`config.mk`:
```
export PLATFORM = sky130hd
export DESIGN_NAME = imm_ext_arbiter
export DESIGN_NICKNAME = d
export VERILOG_FILES = /design/src/rtl/imm_ext_arbiter.sv
export SDC_FILE = /design/constraint.sdc
export NUM_CORES = 1
export LEC_CHECK = 0
export ABC_CLOCK_PERIOD_IN_PS = 1800
export CORE_MARGIN = 1
export CORE_UTILIZATION = 37
export CTS_CLUSTER_DIAMETER = 80
export DETAILED_ROUTE_END_ITERATION = 16
export PLACE_DENSITY = 0.79
export SETUP_SLACK_MARGIN = 0.1
export SLEW_MARGIN = 30
export SYNTH_ARGS = -nofsm -noshare
export SYNTH_HDL_FRONTEND = slang
export SYNTH_SLANG_ARGS = --single-unit
```
`constraint.sdc`:
```
create_clock -name clk -period 1.8 [get_ports clk]
set_input_delay 0.36 -clock clk [delete_from_list [all_inputs] [get_ports clk]]
set_output_delay 0.36 -clock clk [all_outputs]
set_load 0.02 [all_outputs]
```
`src/rtl/imm_ext_arbiter.sv`:
```
// Round-robin arbiter that shares one 12-to-16-bit immediate extender between
// a fetch-stage requester (A) and an execute-stage requester (B). The result
// sits in a one-entry output register with a valid/ready handshake.
module imm_ext_arbiter #(
  parameter int unsigned IMM_W = 12,
  parameter int unsigned OUT_W = 16
) (
  input  logic             clk,
  input  logic             rst_n,
  input  logic             a_valid,
  input  logic [IMM_W-1:0] a_imm,
  input  logic             a_zext,
  output logic             a_ready,
  input  logic             b_valid,
  input  logic [IMM_W-1:0] b_imm,
  input  logic             b_zext,
  output logic             b_ready,
  output logic             out_valid,
  input  logic             out_ready,
  output logic [OUT_W-1:0] out_data,
  output logic             out_src
);

  // Upper bits are copies of the immediate's MSB unless zero-extension is requested.
  function automatic logic [OUT_W-1:0] extend(input logic [IMM_W-1:0] imm, input logic zext);
    extend = {{(OUT_W - IMM_W){imm[IMM_W-1] & ~zext}}, imm};
  endfunction

  logic             out_valid_q;
  logic [OUT_W-1:0] out_data_q;
  logic             out_src_q;
  logic             last_grant_q;  // 0 = A, 1 = B
  logic             can_accept;
  logic             grant_a;
  logic             grant_b;
  logic             accept;
  logic [OUT_W-1:0] ext_data;

  // Grant selection and handshake; readies are forced low while in reset.
  always_comb begin
    can_accept = ~out_valid_q | out_ready;
    grant_a    = a_valid & (~b_valid | last_grant_q);
    grant_b    = b_valid & (~a_valid | ~last_grant_q);
    a_ready    = rst_n & can_accept & grant_a;
    b_ready    = rst_n & can_accept & grant_b;
    accept     = a_ready | b_ready;
    ext_data   = grant_b ? extend(b_imm, b_zext) : extend(a_imm, a_zext);
  end

  // Output register and round-robin pointer; pointer moves only on a real transfer.
  always_ff @(posedge clk or negedge rst_n) begin
    if (!rst_n) begin
      out_valid_q  <= 1'b0;
      out_data_q   <= '0;
      out_src_q    <= 1'b0;
      last_grant_q <= 1'b1;
    end else if (accept) begin
      out_valid_q  <= 1'b1;
      out_data_q   <= ext_data;
      out_src_q    <= grant_b;
      last_grant_q <= grant_b;
    end else if (out_valid_q && out_ready) begin
      out_valid_q  <= 1'b0;
    end
  end

  assign out_valid = out_valid_q;
  assign out_data  = out_data_q;
  assign out_src   = out_src_q;

endmodule
```
# Word-level counts from Yosys, hierarchy flattened
# Index checks and enable logic that the tools add are counted.
[classes]
muxes = 3
n_reduce_logical = 2
bitwise = 17
[ops]
columns = ["op", "count"]
rows = [
  ["$mux 16", 1],
  ["$and 1x1->1", 7],
  ["$not 1->1", 6],
  ["$or 1x1->1", 4],
  ["$mux 1", 2],
  ["$reduce_bool 2->1", 1],
  ["$logic_and 1x1->1", 1],
]
[word_totals]
out_inout_bits = 20
in_bits = 31
regBits = 19
wordCells = 26

# Logic depth before layout (Yosys ltp)
[logic_depth]
ltp_word = 6
depth_mapped = 4
ltp_nobuf = 3

# Worst setup path before layout
# OpenSTA, ideal clock, no wires.
[synth_path]
path_kind = "register to register"
startpoint = "register out_valid_q (netlist: out_valid)"
endpoint = "register out_data_q[0] (netlist: out_data[0])"
required_ns = 1.675
setup_time_ns = 0.125
path_stages_with_launch = 5
t_arrival_ns = 1.315
synth_period_minus_slack_ns = 1.440
path_buffers = 1
path_slack_ns = 0.360
path_cell_list = "dfrtp_1 > nand2b_2 > o211ai_1 > buf_6 > mux2_2"
[synth_between]
elab_chain_cells = 5
[synth_rtl]
columns = ["element", "line_no", "rtl"]
rows = [
  ["start, declared", "29", "logic out_valid_q;"],
  ["start signal, assigned", "53", "out_valid_q <= 1'b0;"],
  ["start signal, assigned", "58", "out_valid_q <= 1'b1;"],
  ["start signal, assigned", "63", "out_valid_q <= 1'b0;"],
  ["$not 1->1 *", "41", "can_accept = ~out_valid_q | out_ready;"],
  ["$or 1x1->1 *", "41", ""],
  ["$and 1x1->1 *", "44, 45", ""],
  ["$and 1x1->1, on equally long branches", "44, 45", ""],
  ["$or 1x1->1 *", "46", "accept = a_ready | b_ready;"],
  ["end signal, assigned", "59", "out_data_q <= ext_data;"],
  ["end, declared", "30", "logic [OUT_W-1:0] out_data_q;"],
]
# Every way passes the cells marked *; elsewhere a longest branch is shown, timed or not.
# A chain may end at the register's enable or synchronous reset.

# Worst setup path after layout
[layout_path]
startpoint = "register out_valid_q (netlist: out_valid)"
endpoint = "output port out_valid"
[layout_lines]
columns = ["element", "line_no", "rtl"]
rows = [
  ["end, declared", "18", "output logic out_valid,"],
]
# No word-level cell between the ends.

==> results.yml <==
yosys:
  syn_nets: 91
  yosysTopAreaCell: "dfrtp_1"
  synthTopCellsByArea: "dfrtp_1 (43%), mux2_2 (22%), mux2_4 (14%)"
  netlist_instances: 60
  synth_top_area_share: 0.433
  avgSynthCellArea_um2: 14.5
  synthesis.area_um2: 867
  ys_seq_elements: 16
  yosysWarnings: 0
  synth_cell_types: 18
  yosysSeqAreaShare: 0.463
place:
  place.gp.congestion: 0.693
  dp_hpwl_um: 1590
  portBuffers: 50
global_routing:
  grt_remaining_overflow: 0
  grt_pass1_wl_um: 3420
  grt_antenna_before_repair: 0
  gr-usage-all-layers: 0.184
  grt_pass1_vias: 778
  grt_max_degree: 15
critical_path:
  reg2reg_to: "out_data[11]"
  cp.required_ns: 1.44
  worstSetupPathType: "flip-flop to primary output"
  crit_slowest_cell: "clkdlybuf4s50_1"
  critPathMaxFanout: 2
  ff2ff_path_depth: 4
  worst-path-buf-inv: 1
  crit_arrival_ns: 1.31
  startpoint: "out_valid"
  end_kind: "primary output"
  rrSetupSlack_ns: 0.29
  worstSetupStartpointType: "flip-flop"
  timing.rr.start: "last_grant_q"
  path_delay_family: "buffers and inverters"
  critPathMaxStageDelay_ns: 0.62
  crit_chain: "clkdlybuf4s50_1"
finish:
  num_antenna_cells: 0
  layout_commonest_cell: "clkdlybuf4s50_1"
  area_growth_pct: 72.1
  multi_input_area_um2: 422
  final_cell_mix: "clkdlybuf4s50_1 (41), mux2_2 (17), dfrtp_1 (15)"
  final_util: 0.675
  drive_gt1_frac: 0.373
  fin_nets: 150
  fillCellCount: 174
  seq_area_um2: 402
sta:
  worstMarginPinSlew_ns: 0.279
  period_minus_slack_ns: 1.67
  rsz0062_at_grt: "true"
  hold_slack_ns: 0.443
  finalMaxSlewViolations: 0
  max_slew_margin: 0.813
  hold_viol_final: 0
  fin_skew_ns: 0.00773
  fmax_mhz: 599
  fin_tns_setup_ns: 0
  period_share: 0.928
  setup_viol: 0
floorplanning:
  die_h_um: 50.4
  ios: 51
  row_count: 17
  initial_core_util: 0.392
  dieArea_um2: 2540
  die_x_um: 50.4
  coreArea_um2: 2210
detailed_routing:
  final_antenna_net_count: 0
  post_drt_wl_per_cell_um: 14.0
  wl_um: 2040
  drc: 0
  viasPerCell: 4.77
  drt-initial-drc-count: 6
  num_vias: 697
  firstDrtPassIters: 11
clock_tree:
  cts_setup_buffers: 0
  cts_tree: "built"
  numCtsBuffers: 3
  cts_sinks: 16
  clock_latency_ns: 0.29
  h-tree-depth: 1
  clockBufferDepth: 2
  path_clk_slew_ns: 0.10
  clockRootBuffer: "clkbuf_4"
  ctsHoldBuffers: 0
power_and_ir_drop:
  total_leakage_power_nw: 0.713
  max-vdd-ir-drop_mv: 0.595
  cellPowerDensity_nw_per_um2: 885
  power_w: 0.00132
worst_hold_path:
  hold_path_class: "input port to asynchronous set/reset pin"
outcome:
  status: "finished clean"
flow_run:
  maxCapViolCount: 0
## final cells by class
| type | instances | share of cell area |
|---|---|---|
| flip-flops and latches | 16 | 0.269 |
| repair buffers | 59 | 0.398 |
| multi-input cells | 38 | 0.282 |
| inverters | 1 | 0.00251 |
| clock buffers | 4 | 0.0243 |
| well taps | 28 | 0.0235 |
## sequential cells by signal (all words and copies together) (netlist names)
register      cells
out_valid         1
out_data         13
last_grant_q      1
out_src           1
## synth_stat cells, drive strengths merged
master,n
a21boi,1
nand2b,3
a31oi,2
o2111a,1
nor2,1
a41oi,1
nand2,1
and3,1
mux2,25
dfstp,1
dfrtp,15
inv,1
buf,5
mux2i,1
o211ai,1
## power by group
group          total, W  switching (W)  internal (W)
logic          0.000587       0.000244      0.000343
clock network  0.000237       0.000114      0.000123
registers      0.000496      0.0000508      0.000446
total           0.00132       0.000409      0.000912
## routing by layer
metal	up-vias	wire length, um	global-route usage	share of wire
met5	-	0	0	0
met1	341	827	0.202	0.41
met4	0	23	0.0972	0.011
met3	2	59	0.0273	0.029
li1	331	-	-	-
met2	23	1130	0.338	0.55
## per-stage QoR
step | cell area [um^2] | worst slack (ns) | cells
floorplan | 867 | 0.360 | 60
detailed placement | 1440 | -0.367 | 142
CTS | 1470 | 0.0699 | 146
finish | 1490 | 0.130 | 146
global route | 1490 | 0.0836 | 146
global placement | 1440 | -0.335 | 142
## logic make-up (layout without fill, tap and decap cells)
group | after synthesis | in the layout | share of synthesized area
AOI/OAI and AO/OA | 6 | 6 | 0.0678
buffers and inverters | 6 | 64 | 0.0563
and+or+nand+nor | 6 | 6 | 0.0418
DFF | 16 | 16 | 0.463
muxes | 26 | 26 | 0.371
## how the worst max path moves through the flow
| stage | depth (start not counted) | to | slack (ns) |
|---|---|---|---|
| floorplan | 4 | out_data[0] | 0.36 |
| global placement | 4 | b_ready | -0.34 |
| detailed placement | 4 | b_ready | -0.37 |
| CTS | 4 | b_ready | 0.07 |
| global route | 3 | b_ready | 0.08 |
| finish | 1 | out_valid | 0.13 |
## what timing repair did
item | 4_1_cts | 5_1_grt
resized for setup | 12 | 7
setup endpoints to repair | 12 | 10
hold endpoints to repair | 0 | 0
pin swaps | 1 | 0
(Power assumes the default switching activity.)
